File: config.mk
export PLATFORM = sky130hd
export DESIGN_NAME = id_stage_pipe_flat
export DESIGN_NICKNAME = d
export VERILOG_FILES = /design/src/rtl/id_pkg.sv /design/src/rtl/id_stage_pipe_if.sv /design/src/rtl/id_regfile.sv /design/src/rtl/id_stage_pipe.sv /design/src/flat_wrapper.sv
export SDC_FILE = /design/constraint.sdc
export NUM_CORES = 1
export LEC_CHECK = 0
export CAP_MARGIN = 20
export CORE_UTILIZATION = 35
export CTS_BUF_LIST = sky130_fd_sc_hd__clkbuf_2 sky130_fd_sc_hd__clkbuf_4 sky130_fd_sc_hd__clkbuf_8
export CTS_CLUSTER_SIZE = 10
export DETAILED_ROUTE_END_ITERATION = 8
export HOLD_SLACK_MARGIN = 0.02
export PLACE_DENSITY_LB_ADDON = 0.25
export SLEW_MARGIN = 20
export SYNTH_ARGS = -nofsm -noshare
export SYNTH_HDL_FRONTEND = slang
export SYNTH_HIERARCHICAL = 1
export SYNTH_SLANG_ARGS = --single-unit
File: constraint.sdc
create_clock -name clk -period 15.1 [get_ports clk]
set_input_delay 2.265 -clock clk [delete_from_list [all_inputs] [get_ports clk]]
set_output_delay 2.265 -clock clk [all_outputs]
set_load 0.05 [all_outputs]
File: src/rtl/id_pkg.sv
// Shared types and encoding constants for the instruction-decode stage:
// opcode enum, instruction field positions and the decoded control bundle.
package id_pkg;

  typedef enum logic [1:0] {
    OP_DP  = 2'b00,
    OP_MEM = 2'b01,
    OP_BR  = 2'b10,
    OP_RSV = 2'b11
  } op_t;

  localparam int OP_HI    = 31;
  localparam int OP_LO    = 30;
  localparam int I_BIT    = 29;
  localparam int FUNCT_HI = 28;
  localparam int FUNCT_LO = 27;
  localparam int SL_BIT   = 26;
  localparam int RN_HI    = 19;
  localparam int RN_LO    = 16;
  localparam int RD_HI    = 15;
  localparam int RD_LO    = 12;
  localparam int RM_HI    = 3;
  localparam int RM_LO    = 0;

  localparam logic [3:0] PC_REG = 4'hF;

  typedef struct packed {
    logic       regw;
    logic       flagw;
    logic       memw;
    logic       memr;
    logic       branch;
    logic       imm_sel;
    logic [1:0] alu_ctrl;
    logic [1:0] cond;
  } ctrl_t;

  localparam ctrl_t BUBBLE_CTRL = '0;

endpackage

File: src/rtl/id_stage_pipe_if.sv
// IF/ID inputs and ID/EX outputs of the decode stage bundled as one interface.
// master = upstream/downstream pipeline side, slave = the decode stage itself.
interface id_stage_pipe_if #(
  parameter int DATA_W = 32
);

  logic              valid_if;
  logic [31:0]       instr_if;
  logic [DATA_W-1:0] pc_if;

  logic              valid_id;
  logic [DATA_W-1:0] pc_id;
  logic [DATA_W-1:0] a_id;
  logic [DATA_W-1:0] b_id;
  logic [DATA_W-1:0] imm_id;
  logic [3:0]        rn_id;
  logic [3:0]        rm_id;
  logic [3:0]        rd_id;
  logic              regw_id;
  logic              flagw_id;
  logic              memw_id;
  logic              memr_id;
  logic              branch_id;
  logic              imm_sel_id;
  logic [1:0]        alu_ctrl_id;
  logic [1:0]        cond_id;

  modport master (
    output valid_if, instr_if, pc_if,
    input  valid_id, pc_id, a_id, b_id, imm_id, rn_id, rm_id, rd_id,
           regw_id, flagw_id, memw_id, memr_id, branch_id, imm_sel_id,
           alu_ctrl_id, cond_id
  );

  modport slave (
    input  valid_if, instr_if, pc_if,
    output valid_id, pc_id, a_id, b_id, imm_id, rn_id, rm_id, rd_id,
           regw_id, flagw_id, memw_id, memr_id, branch_id, imm_sel_id,
           alu_ctrl_id, cond_id
  );

endinterface

File: src/rtl/id_regfile.sv
// Register file: one write port, two combinational read ports with write-through
// bypass. Index is the low $clog2(NREGS) bits; with 16 registers R15 is not writable.
module id_regfile
  import id_pkg::*;
#(
  parameter int DATA_W = 32,
  parameter int NREGS  = 16
) (
  input  logic              clk,
  input  logic              reset,
  input  logic              we_i,
  input  logic [3:0]        waddr_i,
  input  logic [DATA_W-1:0] wdata_i,
  input  logic [3:0]        raddr_a_i,
  input  logic [3:0]        raddr_b_i,
  output logic [DATA_W-1:0] rdata_a_o,
  output logic [DATA_W-1:0] rdata_b_o
);

  localparam int IDX_W = $clog2(NREGS);

  logic [DATA_W-1:0] regs_q [NREGS];
  logic [IDX_W-1:0]  widx;
  logic [IDX_W-1:0]  aidx;
  logic [IDX_W-1:0]  bidx;
  logic              wr_en;

  assign widx  = waddr_i[IDX_W-1:0];
  assign aidx  = raddr_a_i[IDX_W-1:0];
  assign bidx  = raddr_b_i[IDX_W-1:0];
  assign wr_en = we_i && !((NREGS == 16) && (waddr_i == PC_REG));

  // NOTE: every entry must read 0 after reset, so the array is cleared by the
  // async reset; this forces flops rather than a RAM macro, which is intended here.
  // NOTE: sequential state is written with <= so all flops sample pre-edge values.
  always_ff @(posedge clk or posedge reset) begin
    if (reset) begin
      for (int i = 0; i < NREGS; i++) regs_q[i] <= '0;
    end else if (wr_en) begin
      regs_q[widx] <= wdata_i;
    end
  end

  assign rdata_a_o = (wr_en && (widx == aidx)) ? wdata_i : regs_q[aidx];
  assign rdata_b_o = (wr_en && (widx == bidx)) ? wdata_i : regs_q[bidx];

endmodule

File: src/rtl/id_stage_pipe.sv
// Instruction-decode stage: decoder, immediate extender, operand read and the
// ID/EX register. Optional load-use hazard detection under ID_HAZARD_DETECT_EN.
module id_stage_pipe
  import id_pkg::*;
#(
  parameter int DATA_W         = 32,
  parameter int NREGS          = 16,
  parameter int PC_READ_OFFSET = 8
) (
  input  logic              clk,
  input  logic              reset,
  id_stage_pipe_if.slave    bus,
  input  logic              stall_i,
  input  logic              flush_i,
  input  logic              regw_wb,
  input  logic [3:0]        rd_wb,
  input  logic [DATA_W-1:0] result_wb,
  output logic              hazard_stall_o
);

  localparam logic [DATA_W-1:0] PC_OFF = DATA_W'(PC_READ_OFFSET);

  typedef struct packed {
    logic              valid;
    logic [DATA_W-1:0] pc;
    logic [DATA_W-1:0] a;
    logic [DATA_W-1:0] b;
    logic [DATA_W-1:0] imm;
    logic [3:0]        rn;
    logic [3:0]        rm;
    logic [3:0]        rd;
    ctrl_t             ctrl;
  } idex_t;

  op_t               op;
  logic              i_bit;
  logic              sl_bit;
  logic [1:0]        funct;
  logic [3:0]        rn;
  logic [3:0]        rm;
  logic [3:0]        rd;
  ctrl_t             dec_ctrl;
  logic              dec_legal;
  logic [DATA_W-1:0] dec_imm;
  logic [DATA_W-1:0] rf_a;
  logic [DATA_W-1:0] rf_b;
  logic [DATA_W-1:0] a_val;
  logic [DATA_W-1:0] rm_val;
  logic              hazard;
  idex_t             idex_d;
  idex_t             idex_q;
  logic              unused_instr_bits;

  assign op     = op_t'(bus.instr_if[OP_HI:OP_LO]);
  assign i_bit  = bus.instr_if[I_BIT];
  assign sl_bit = bus.instr_if[SL_BIT];
  assign funct  = bus.instr_if[FUNCT_HI:FUNCT_LO];
  assign rn     = bus.instr_if[RN_HI:RN_LO];
  assign rm     = bus.instr_if[RM_HI:RM_LO];
  assign rd     = bus.instr_if[RD_HI:RD_LO];
  assign unused_instr_bits = ^bus.instr_if[25:24];

  // NOTE: defaults are assigned first so every path drives every variable and
  // no latch can be inferred.
  always_comb begin
    dec_ctrl  = BUBBLE_CTRL;
    dec_legal = 1'b1;
    dec_imm   = {{(DATA_W-12){1'b0}}, bus.instr_if[11:0]};
    case (op)
      OP_DP: begin
        dec_ctrl.regw     = 1'b1;
        dec_ctrl.flagw    = sl_bit;
        dec_ctrl.alu_ctrl = funct;
        dec_ctrl.imm_sel  = i_bit;
      end
      OP_MEM: begin
        dec_ctrl.imm_sel = 1'b1;
        dec_ctrl.memr    = sl_bit;
        dec_ctrl.regw    = sl_bit;
        dec_ctrl.memw    = !sl_bit;
      end
      OP_BR: begin
        dec_ctrl.branch  = 1'b1;
        dec_ctrl.cond    = funct;
        dec_ctrl.imm_sel = 1'b1;
        dec_imm = {{(DATA_W-26){bus.instr_if[23]}}, bus.instr_if[23:0], 2'b00};
      end
      default: dec_legal = 1'b0;
    endcase
  end

  id_regfile #(
    .DATA_W(DATA_W),
    .NREGS (NREGS)
  ) u_regfile (
    .clk      (clk),
    .reset    (reset),
    .we_i     (regw_wb),
    .waddr_i  (rd_wb),
    .wdata_i  (result_wb),
    .raddr_a_i(rn),
    .raddr_b_i(rm),
    .rdata_a_o(rf_a),
    .rdata_b_o(rf_b)
  );

  // R15 is not storage: it reads as the instruction's PC plus the pipeline offset.
  assign a_val  = ((NREGS == 16) && (rn == PC_REG)) ? bus.pc_if + PC_OFF : rf_a;
  assign rm_val = ((NREGS == 16) && (rm == PC_REG)) ? bus.pc_if + PC_OFF : rf_b;

`ifdef ID_HAZARD_DETECT_EN
  assign hazard = !reset && idex_q.valid && idex_q.ctrl.memr && (idex_q.rd != PC_REG) &&
                  bus.valid_if && ((idex_q.rd == rn) || (!i_bit && (idex_q.rd == rm)));
`else
  assign hazard = 1'b0;
`endif
  assign hazard_stall_o = hazard;

  // The B operand is the second ALU input: immediate when imm_sel, else Rm.
  always_comb begin
    idex_d = idex_q;
    if (flush_i) begin
      idex_d = '0;
    end else if (stall_i) begin
      idex_d = idex_q;
    end else if (hazard || !bus.valid_if || !dec_legal) begin
      idex_d = '0;
    end else begin
      idex_d.valid = 1'b1;
      idex_d.pc    = bus.pc_if;
      idex_d.a     = a_val;
      idex_d.b     = dec_ctrl.imm_sel ? dec_imm : rm_val;
      idex_d.imm   = dec_imm;
      idex_d.rn    = rn;
      idex_d.rm    = rm;
      idex_d.rd    = rd;
      idex_d.ctrl  = dec_ctrl;
    end
  end

  always_ff @(posedge clk or posedge reset) begin
    if (reset) idex_q <= '0;
    else       idex_q <= idex_d;
  end

  assign bus.valid_id    = idex_q.valid;
  assign bus.pc_id       = idex_q.pc;
  assign bus.a_id        = idex_q.a;
  assign bus.b_id        = idex_q.b;
  assign bus.imm_id      = idex_q.imm;
  assign bus.rn_id       = idex_q.rn;
  assign bus.rm_id       = idex_q.rm;
  assign bus.rd_id       = idex_q.rd;
  assign bus.regw_id     = idex_q.ctrl.regw;
  assign bus.flagw_id    = idex_q.ctrl.flagw;
  assign bus.memw_id     = idex_q.ctrl.memw;
  assign bus.memr_id     = idex_q.ctrl.memr;
  assign bus.branch_id   = idex_q.ctrl.branch;
  assign bus.imm_sel_id  = idex_q.ctrl.imm_sel;
  assign bus.alu_ctrl_id = idex_q.ctrl.alu_ctrl;
  assign bus.cond_id     = idex_q.ctrl.cond;

endmodule

File: src/flat_wrapper.sv
// flat-port wrapper written by rule: the top's interface ports become plain ports
module id_stage_pipe_flat import id_pkg::*;
#(
  parameter int DATA_W         = 32,
  parameter int NREGS          = 16,
  parameter int PC_READ_OFFSET = 8
)
  (clk, reset, stall_i, flush_i, regw_wb, rd_wb, result_wb, hazard_stall_o, bus_valid_if, bus_instr_if, bus_pc_if, bus_valid_id, bus_pc_id, bus_a_id, bus_b_id, bus_imm_id, bus_rn_id, bus_rm_id, bus_rd_id, bus_regw_id, bus_flagw_id, bus_memw_id, bus_memr_id, bus_branch_id, bus_imm_sel_id, bus_alu_ctrl_id, bus_cond_id);
  id_stage_pipe_if #(.DATA_W(DATA_W)) bus_i ();
  input  logic clk;
  input  logic reset;
  input  logic stall_i;
  input  logic flush_i;
  input  logic regw_wb;
  input  logic [3:0] rd_wb;
  input  logic [DATA_W-1:0] result_wb;
  output logic hazard_stall_o;
  input wire logic [$bits(bus_i.valid_if)-1:0] bus_valid_if;
  input wire logic [$bits(bus_i.instr_if)-1:0] bus_instr_if;
  input wire logic [$bits(bus_i.pc_if)-1:0] bus_pc_if;
  output wire logic [$bits(bus_i.valid_id)-1:0] bus_valid_id;
  output wire logic [$bits(bus_i.pc_id)-1:0] bus_pc_id;
  output wire logic [$bits(bus_i.a_id)-1:0] bus_a_id;
  output wire logic [$bits(bus_i.b_id)-1:0] bus_b_id;
  output wire logic [$bits(bus_i.imm_id)-1:0] bus_imm_id;
  output wire logic [$bits(bus_i.rn_id)-1:0] bus_rn_id;
  output wire logic [$bits(bus_i.rm_id)-1:0] bus_rm_id;
  output wire logic [$bits(bus_i.rd_id)-1:0] bus_rd_id;
  output wire logic [$bits(bus_i.regw_id)-1:0] bus_regw_id;
  output wire logic [$bits(bus_i.flagw_id)-1:0] bus_flagw_id;
  output wire logic [$bits(bus_i.memw_id)-1:0] bus_memw_id;
  output wire logic [$bits(bus_i.memr_id)-1:0] bus_memr_id;
  output wire logic [$bits(bus_i.branch_id)-1:0] bus_branch_id;
  output wire logic [$bits(bus_i.imm_sel_id)-1:0] bus_imm_sel_id;
  output wire logic [$bits(bus_i.alu_ctrl_id)-1:0] bus_alu_ctrl_id;
  output wire logic [$bits(bus_i.cond_id)-1:0] bus_cond_id;
  assign bus_i.valid_if = bus_valid_if;
  assign bus_i.instr_if = bus_instr_if;
  assign bus_i.pc_if = bus_pc_if;
  assign bus_valid_id = bus_i.valid_id;
  assign bus_pc_id = bus_i.pc_id;
  assign bus_a_id = bus_i.a_id;
  assign bus_b_id = bus_i.b_id;
  assign bus_imm_id = bus_i.imm_id;
  assign bus_rn_id = bus_i.rn_id;
  assign bus_rm_id = bus_i.rm_id;
  assign bus_rd_id = bus_i.rd_id;
  assign bus_regw_id = bus_i.regw_id;
  assign bus_flagw_id = bus_i.flagw_id;
  assign bus_memw_id = bus_i.memw_id;
  assign bus_memr_id = bus_i.memr_id;
  assign bus_branch_id = bus_i.branch_id;
  assign bus_imm_sel_id = bus_i.imm_sel_id;
  assign bus_alu_ctrl_id = bus_i.alu_ctrl_id;
  assign bus_cond_id = bus_i.cond_id;
  id_stage_pipe #(.DATA_W(DATA_W), .NREGS(NREGS), .PC_READ_OFFSET(PC_READ_OFFSET)) u_core (.clk(clk), .reset(reset), .bus(bus_i), .stall_i(stall_i), .flush_i(flush_i), .regw_wb(regw_wb), .rd_wb(rd_wb), .result_wb(result_wb), .hazard_stall_o(hazard_stall_o));
endmodule
==> results of run 1 <==
[power by group]
part	internal (mW)	total [mW]	leakage (nW)	switching [mW]
registers	2.08	2.30	8.33	0.225
logic	0.640	1.15	6.94	0.509
clock network	1.01	1.76	1.35	0.753
total	3.72	5.21	16.6	1.49
[logic make-up after synthesis]
family | synth area share, %
muxes | 35.6
DFF | 48.3
AOI/OAI and AO/OA | 7.52
and+or+nand+nor | 4.17
buffers and inverters | 3.47
xor gates and xnor gates | 0.669
adders and majority gates | 0.221
other | 0.0110
[per-stage QoR]
step                instances  total power [mW]  setup WS [ns]
CTS                      3947              5.25          10.02
finish                   3955              5.21          10.06
global route             3954              5.45           9.78
floorplan                2434              3.10           5.88
global placement         3740              3.40           9.22
detailed placement       3741              3.47           9.23
[layout by cell type (no fill, tap or decap), types with 6 or more instances in the layout]
master,netlist,layout
buf_4,9,47
nor2_4,0,12
and3_1,6,6
o21ai_0,55,55
diode_2,0,7
mux2i_1,18,18
clkinv_2,0,13
nand4_1,17,17
mux4_2,258,258
a22o_1,66,66
clkdlybuf4s50_1,0,250
dfrtp_1,657,657
a21o_1,15,15
a21oi_1,19,19
mux2_1,11,11
nor2b_4,0,6
a32o_1,8,8
nand3_1,15,15
mux2_2,534,534
xnor2_1,22,22
o21ai_1,8,8
ha_1,6,6
nor3_1,29,29
nand2_1,133,132
nor4_1,10,10
nor2_1,43,30
a22oi_1,137,137
clkbuf_8,0,155
clkbuf_4,0,38
[cell usage after synthesis, drive strengths merged, types with 8 or more instances]
cell type / number
dfrtp: 657
nand3: 16
nand2: 133
mux4: 258
nor4: 12
nor2: 43
o21ai: 64
a22oi: 137
a21o: 15
a21oi: 19
mux2i: 18
nor3: 31
xnor2: 22
a22o: 66
mux2: 545
a32o: 8
clkbuf: 163
nand4: 17
buf: 110
[worst max-delay path: cells and delay by family]
kind,cells,cell delay [ns]
AND/OR/NAND/NOR,2,1.46
buffers and inverters,2,1.37
AO/OA/AOI/OAI,2,0.41
[flip-flops by register name, summed over array words and instances, names as in the netlist]
signal	count
u_core/bus.rd_id	4
u_core/bus.rn_id	4
u_core/bus.flagw_id	1
u_core/bus.memw_id	1
u_core/bus.regw_id	1
u_core/bus.pc_id	32
u_core/bus.branch_id	1
u_core/bus.b_id	32
u_core/bus.a_id	32
u_core/u_regfile/regs_q	512
u_core/bus.imm_id	26
u_core/bus.rm_id	4
u_core/bus.valid_id	1
u_core/bus.memr_id	1
u_core/bus.cond_id	2
u_core/bus.alu_ctrl_id	2
u_core/bus.imm_sel_id	1
[routing by layer]
metal	GRT usage (%)	vias to the layer above
li1	-	9633
met1	29.6	12400
met2	37.3	866
met3	4.20	274
met4	9.69	6
met5	0	-
[area by class of cell]
class                      instances  share of cell area, %
clock buffer                     191                   5.95
timing repair buffer             305                   7.49
multi-input combinational       1498                   41.3
sequential                       657                   40.9
inverter                           6                 0.0779
tap                             1276                   3.97
antenna                            7                 0.0436
clock inverter                    15                  0.265
[how the worst min path moves through the flow]
stage / startpoint / to / slack (ns) / depth (start not counted)
after detailed placement: u_core/u_regfile/regs_q[28]$_DFFE_PP0P_ / u_core/u_regfile/regs_q[28]$_DFFE_PP0P_ / 0.38 / 0
after CTS: u_core/u_regfile/regs_q[0]$_DFFE_PP0P_ / u_core/u_regfile/regs_q[0]$_DFFE_PP0P_ / 0.40 / 0
after global routing: u_core/u_regfile/regs_q[9]$_DFFE_PP0P_ / u_core/u_regfile/regs_q[9]$_DFFE_PP0P_ / 0.41 / 0
after global placement: u_core/u_regfile/regs_q[18]$_DFFE_PP0P_ / u_core/u_regfile/regs_q[18]$_DFFE_PP0P_ / 0.38 / 0
after floorplan: u_core/u_regfile/regs_q[0]$_DFFE_PP0P_ / u_core/u_regfile/regs_q[0]$_DFFE_PP0P_ / 0.44 / 1
final: u_core/u_regfile/regs_q[0]$_DFFE_PP0P_ / u_core/u_regfile/regs_q[0]$_DFFE_PP0P_ / 0.40 / 0
==> results.toml, run 1 <==
[clock_tree]
hold_buffers = 0
postCtsSetupBuffers = 0
tritoncts = "yes"
path_clk_slew_ns = 0.06
numCtsBuffers = 115
cts.path.max_buffers = 3
clk_latency_ns = 0.75
cts_resized = 0
cts_root_buf = "clkbuf_8"
clock_tree.htree_level_count = 3
clock-sinks = 657

[timing]
slew_headroom_pct = 29.8
finalClockSkew_ns = 0.0573
slew_violations = 0
tightestPinTransition_ns = 1.05
hold_slack_ns = 0.395
finalCriticalPeriod_ns = 5.04
rsz0062_at_grt = "no"
period_share_pct = 33.4
timing.fmax_mhz = 198
hold_viol = 0
setup-tns-final_ns = 0
finalSetupViolations = 0

[power]
p_leak_nw = 16.6
power.density_mw_per_mm2 = 130
ir_drop_mv = 0.0657

[layout]
multi_input_area_sq_mm = 0.0166
final_layout_size_suffix_gt1_share_pct = 40.9
area_growth_syn_to_layout_pct = 18.0
fill_cells = 8817
register_area_sq_mm = 0.0164
fin_nets = 2695
fin_util_pct = 41.6
stdcell_area_sq_mm = 0.0402

[critical_path]
worst_path_max_delay_cell = "buf_4"
crit_fanout = 48
max_stage_delay_ns = 0.91
r2r_slack_ns = 12.84
worstReg2RegEnd = "u_core/bus.b_id[21]$_DFFE_PP0P_"
worstReg2RegStart = "u_core/u_regfile/regs_q[21]$_DFFE_PP0P_"
cp-start-kind = "input pin"
end_kind = "flop"
cp_cell_sequence = "clkbuf_8 > buf_4 > nand4_1 > nor2_1 > a2111oi_0 > a21o_1"
path_class = "in2reg"
crit_arrival_ns = 5.66
crit_path_end = "u_core/bus.b_id[16]$_DFFE_PP0P_"
required_ns = 15.72
reg2reg_depth = 6
crit_start = "bus_instr_if[0]"

[route]
top_layer = "met5"
routedWlPerCell_um = 28.4
vias_per_cell = 5.87
dr.pass1.iters = 5
wl_um = 112000
wl_met1_um = 46700
vias = 23200
drc = 0
antenna_left = 0
drtIter0Drc = 1634
met3_length_um = 6350
met2_length_um = 54800

[synthesis]
netlist_top_cells_area = "dfrtp_1 48%, mux2_2 18%, mux4_2 17%, a22oi_1 3.0%, clkbuf_1 1.8%"
async_flop_share_pct = 100
ys_ff_latch = 657
synth_area_per_cell_sq_um = 14.0
ys_types = 58
syn-cell-area_sq_mm = 0.0340
synthFlopType = "dfrtp_1"
yosys.area.top_type = "dfrtp_1"
yosysTopAreaCellShare_pct = 48.3
ys_warn_count = 6
synth_edf_count = 0
synthCells = 2434
seq_area_frac_synth_pct = 48.3
syn_nets = 2546

[grt]
grt_pass1_vias = 25000
grt_max_degree = 174
antenna_found_initial = 13
grt_first_pass_wirelength_um = 167000
gr-total-overflow = 0
track_usage_pct = 22.8

[min_path]
hold_path.class = "reg2reg"

[floorplan]
die_w_um = 314
die_area_sq_mm = 0.0985
core_sq_mm = 0.0966
die_h_um = 314
num_rows = 114
ioPinCount = 258
start_util_pct = 35.2

[place]
place.gp.congestion = 0.822
hpwl_um = 70300
numPortBuffers = 254
place_area_sq_mm = 0.0376

[run_status]
status = "completed"

[run]
drv_cap = 0
(Power assumes the default switching activity.)
==> run 2, diff against run 1 <==
Clock period 15.1 ns to 4.15 ns, I/O delays scaled along.
==> run 2 against run 1 <==
Effect of this change: via count up 0.87%; final cell count rose by 1.6%; critical path depth rose by 3; critical path type unchanged; critical endpoint is now u_core/bus.b_id[8]$_DFFE_PP0P_; largest cell class unchanged.
==> results.toml, run 2 (same netlist as run 1, synthesis figures left out) <==
[grt]
track_usage_pct = 22.7
antenna_found_initial = 4
grt_util_met2_pct = 37.5
gr-total-overflow = 0
grt_pass1_vias = 24900
busiest_layer = "met2"
grt_max_degree = 146
grt_first_pass_wirelength_um = 167000
use_met3_pct = 4.27
met1_usage_pct = 29.9

[timing]
finalSetupViolations = 0
slew_violations = 0
slew_headroom_pct = 40.1
setup-tns-final_ns = 0
rsz0062_at_grt = "no"
timing.fmax_mhz = 318
period_share_pct = 75.8
tightestPinTransition_ns = 0.898
hold_viol = 0
finalClockSkew_ns = 0.0697
hold_slack_ns = 0.398
finalCriticalPeriod_ns = 3.14

[clock_tree]
tritoncts = "yes"
postCtsSetupBuffers = 0
hold_buffers = 0
path_clk_slew_ns = 0.07
numCtsBuffers = 116
cts.path.max_buffers = 3
clock_tree.htree_level_count = 3
clock-sinks = 657
clk_latency_ns = 0.76
cts_resized = 0
cts_root_buf = "clkbuf_8"

[critical_path]
max_stage_delay_ns = 0.82
crit_start = "bus_instr_if[3]"
end_kind = "flop"
cp_cell_sequence = "clkdlybuf4s50_1 > nor2b_4 > buf_4 > a22oi_1 > nand2_1 > mux2_2 > nor2_1 > a211oi_1 > a221o_1"
required_ns = 4.80
reg2reg_depth = 7
crit_fanout = 18
r2r_slack_ns = 1.90
cp-start-kind = "input pin"
worstReg2RegEnd = "u_core/bus.b_id[11]$_DFFE_PP0P_"
worst_path_max_delay_cell = "clkdlybuf4s50_1"
path_class = "in2reg"
crit_arrival_ns = 3.80
worstReg2RegStart = "u_core/u_regfile/regs_q[139]$_DFFE_PP0P_"

[route]
drc = 0
dr.pass1.iters = 5
vias = 23400
drtIter0Drc = 1792
vias_per_cell = 5.83
routedWlPerCell_um = 27.8
antenna_left = 0
wl_um = 112000

[min_path]
hold_path.class = "in2async"

[power]
ir_drop_mv = 0.247
p_comb_share_pct = 22.1
p_sw_share_pct = 28.5
power.density_mw_per_mm2 = 467
p_int_mw = 13.7
p_leak_nw = 17.0
clockPowerShare_pct = 34.1
seqPwrFrac_pct = 43.7
switchingPower_mw = 5.46

[floorplan]
num_rows = 114
core_sq_mm = 0.0966
die_h_um = 314
start_util_pct = 35.2
die_w_um = 314
die_area_sq_mm = 0.0985
ioPinCount = 258

[layout]
multi_input_area_sq_mm = 0.0166
layout_common_cells = "657 x dfrtp_1, 534 x mux2_2, 258 x mux4_2, 250 x clkdlybuf4s50_1, 152 x clkbuf_8"
final_layout_size_suffix_gt1_share_pct = 42.4
fill_cells = 8711
register_area_sq_mm = 0.0164
top_register = "u_core/u_regfile/regs_q"
area_growth_syn_to_layout_pct = 20.4
fin_nets = 2760
final_common_cell = "dfrtp_1"
largest_register_ffs = 512

[place]
hpwl_um = 74700
numPortBuffers = 254
place.gp.congestion = 0.839

[run_status]
status = "completed"

[run]
drv_cap = 0
[run 2: cell count changes in the layout (fill, tap and decap cells not counted), sizes merged]
cell	delta
clkinvlp	+3
clkinv	-3
bufinv	+1
diode	-5
clkbuf	+2
buf	+64
[run 2: worst max-delay path by stage]
| stage | depth (start not counted) | slack, ns | endpoint |
|---|---|---|---|
| floorplan | 1 | -3.42 | u_core/u_regfile/regs_q[0]$_DFFE_PP0P_ |
| global placement | 9 | 0.41 | u_core/bus.b_id[10]$_DFFE_PP0P_ |
| detailed placement | 9 | 0.36 | u_core/bus.b_id[8]$_DFFE_PP0P_ |
| CTS | 9 | 1.13 | u_core/bus.b_id[8]$_DFFE_PP0P_ |
| global route | 9 | 1.00 | u_core/bus.b_id[8]$_DFFE_PP0P_ |
| finish | 9 | 1.01 | u_core/bus.b_id[8]$_DFFE_PP0P_ |
[run 2: power by group through the flow]
stage | clock network, mW | logic (mW) | registers, mW
finish | 6.53 | 4.24 | 8.37
global route | 6.98 | 4.49 | 8.52
CTS | 6.70 | 4.26 | 8.34
detailed placement | 0 | 4.24 | 8.46
global placement | 0 | 4.14 | 8.30
floorplan | 0 | 2.91 | 8.36
[run 2: per-stage QoR]
stage               cells  instance area (sq um)  utilization [%]  setup WS, ns  power (mW)
finish               4017                  41000             42.4          1.01        19.1
global route         4016                  41000             42.4          1.00        20.0
CTS                  4015                  41000             42.4          1.13        19.3
detailed placement   3806                  38400             39.8         0.358        12.7
global placement     3806                  38400             39.8         0.413        12.4
floorplan            2434                  34000                -         -3.42        11.3
[run 2: critical path, delay by kind of cell]
family	cells	cell delay [ns]
buf+inv	2	1.33
simple gates	3	0.92
compound gates	3	0.67
mux	1	0.21
[run 2: per-layer routing]
metal  up-vias  routed length, um
met4         4               3550
met2       829              54700
met1     12600              47200
met3       231               6360
li1       9770                  -
met5         -                 23
[run 2: layout make-up]
| type | instances | share of cell area, % |
|---|---|---|
| Inverter | 6 | 0.0733 |
| Clock buffer | 193 | 5.83 |
| Antenna cell | 2 | 0.0122 |
| Multi-Input combinational cell | 1498 | 40.5 |
| Tap cell | 1276 | 3.90 |
| Timing Repair Buffer | 369 | 9.19 |
| Sequential cell | 657 | 40.1 |
| Clock inverter | 16 | 0.418 |
==> run 3, diff against run 2 <==
Clock period 4.15 ns to 3.11 ns, I/O delays scaled along.
==> run 3 against run 2 <==
Effect of this change: combinational power increased by 37%; via count increased by 2.7%; clock skew decreased by 0.015 ns; core utilization increased by 0.87 points; worst setup slack got worse by 0.42 ns; design area increased by 2.0%; critical path depth decreased by 8; register-to-register slack got worse by 0.99 ns; sequential share of layout area decreased by 0.80 points; non-clock buffer count increased by 79; total power increased by 34%.
==> results.toml, run 3 (same netlist as run 1, synthesis figures left out) <==
[critical_path]
required_ns = 2.64
crit_arrival_ns = 2.06
critical-path-top-delay-family = "buffers and inverters"
crit_fanout = 2
cp_cell_sequence = "clkdlybuf4s50_1"
path_buf_inv = 1
end_kind = "output port"
crit_start = "u_core/bus.b_id[30]$_DFFE_PP0P_"
worstReg2RegStart = "u_core/u_regfile/regs_q[13]$_DFFE_PP0P_"
worst_path_max_delay_cell = "clkdlybuf4s50_1"
cp-start-kind = "flop"
path_class = "reg2out"
max_stage_delay_ns = 0.89

[timing]
finalSetupViolations = 0
timing.fmax_mhz = 395
tightestPinTransition_ns = 1.09
rsz0062_at_grt = "no"
slew_violations = 0
period_share_pct = 81.3
finalCriticalPeriod_ns = 2.53
hold_viol = 0
slew_headroom_pct = 26.9
finalClockSkew_ns = 0.0542
setup-tns-final_ns = 0

[layout]
register_area_sq_mm = 0.0164
layout_common_cells = "657 x dfrtp_1, 534 x mux2_2, 258 x mux4_2, 250 x clkdlybuf4s50_1"
final_common_cell = "dfrtp_1"
stdcell_area_sq_mm = 0.0418
fin_util_pct = 43.3
multi_input_area_sq_mm = 0.0166
final_layout_size_suffix_gt1_share_pct = 43.9
area_growth_syn_to_layout_pct = 22.8
fin_nets = 2837
top_register = "u_core/u_regfile/regs_q"
largest_register_ffs = 512
fill_cells = 8651
layout.cells.non_filler = 4095

[route]
drc = 0
vias = 24000
drtIter0Drc = 2108
top_layer = "met5"
wl_met1_um = 47900
met3_length_um = 7190
routedWlPerCell_um = 28.4
met2_length_um = 57500
antenna_left = 0
dr.pass1.iters = 5
vias_per_cell = 5.87
wl_um = 116000

[power]
p_comb_share_pct = 22.7
power.density_mw_per_mm2 = 613
ir_drop_mv = 0.323
p_leak_nw = 17.5
seqPwrFrac_pct = 43.6
switchingPower_mw = 7.35
p_int_mw = 18.3
clockPowerShare_pct = 33.6
p_sw_share_pct = 28.7

[run]
drv_cap = 0

[grt]
antenna_found_initial = 7
grt_max_degree = 101
grt_first_pass_wirelength_um = 173000
track_usage_pct = 23.6
grt_pass1_vias = 25200
gr-total-overflow = 0

[clock_tree]
postCtsSetupBuffers = 0
clk_latency_ns = 0.77
path_clk_slew_ns = 0.07
clock-sinks = 657
cts.path.max_buffers = 3
hold_buffers = 0
cts_root_buf = "clkbuf_8"
cts_resized = 0
clock_tree.htree_level_count = 3
tritoncts = "yes"
numCtsBuffers = 114

[place]
place_area_sq_mm = 0.0393
place.gp.congestion = 0.830
dp_cells = 3885
hpwl_um = 76800
numPortBuffers = 254

[floorplan]
die_area_sq_mm = 0.0985
start_util_pct = 35.2
core_sq_mm = 0.0966
num_rows = 114
die_h_um = 314
ioPinCount = 258
die_w_um = 314

[min_path]
hold_path.class = "in2async"

[run_status]
status = "completed"
[run 3: changes by cell type in the layout (fill, tap and decap cells not counted), sizes merged]
cell and change:
bufinv +1, diode +1, clkinv +2, clkbuf -4
clkinvlp -1, buf +79
[run 3: routing by layer]
| metal | up-vias | GRT usage, % |
|---|---|---|
| met5 | - | 0 |
| met4 | 6 | 7.80 |
| met3 | 230 | 4.32 |
| met2 | 975 | 39.1 |
| met1 | 12900 | 31.2 |
| li1 | 9930 | - |
[run 3: path summary, 6_finish.rpt]
check / to / slack [ns] / cells after the start
min in group clk: u_core/bus.imm_id[0]$_DFFE_PP0P_ / 0.31 / 2
setup reg to reg: u_core/bus.b_id[13]$_DFFE_PP0P_ / 0.91 / 7
hold reg to reg: u_core/u_regfile/regs_q[3]$_DFFE_PP0P_ / 0.39 / 0
hold / removal: u_core/bus.regw_id$_DFFE_PP0P_ / 0.21 / 2
max in group asynchronous: u_core/u_regfile/regs_q[59]$_DFFE_PP0P_ / 1.81 / 3
setup / recovery: bus_b_id[30] / 0.58 / 1
[run 3: power groups by stage]
| stage | Sequential, mW | Clock (mW) | Combinational (mW) |
|---|---|---|---|
| 6_report | 11.2 | 8.62 | 5.82 |
| 5_1_grt | 11.4 | 9.18 | 6.16 |
| 4_1_cts | 11.1 | 8.83 | 5.83 |
| 3_5_place_dp | 11.3 | 0 | 5.80 |
| 3_3_place_gp | 11.1 | 0 | 5.68 |
| 2_1_floorplan | 11.2 | 0 | 3.88 |
[run 3: through the flow]
stage                     setup slack, ns  hold WS, ns  power (mW)
final                               0.581        0.213        25.6
after floorplan                     -4.31        0.440        15.0
after global placement             -0.131        0.376        16.8
after CTS                           0.516        0.159        25.8
after detailed placement          -0.0604        0.383        17.1
after global routing                0.513        0.218        26.7
[run 3: final cells by class]
type | count | area share (%)
multi-input combinational | 1498 | 39.6
sequential | 657 | 39.3
timing repair buffer | 448 | 11.2
clock buffer | 189 | 5.50
tap | 1276 | 3.82
clock inverter | 18 | 0.458
inverter | 6 | 0.0718
antenna | 3 | 0.0180
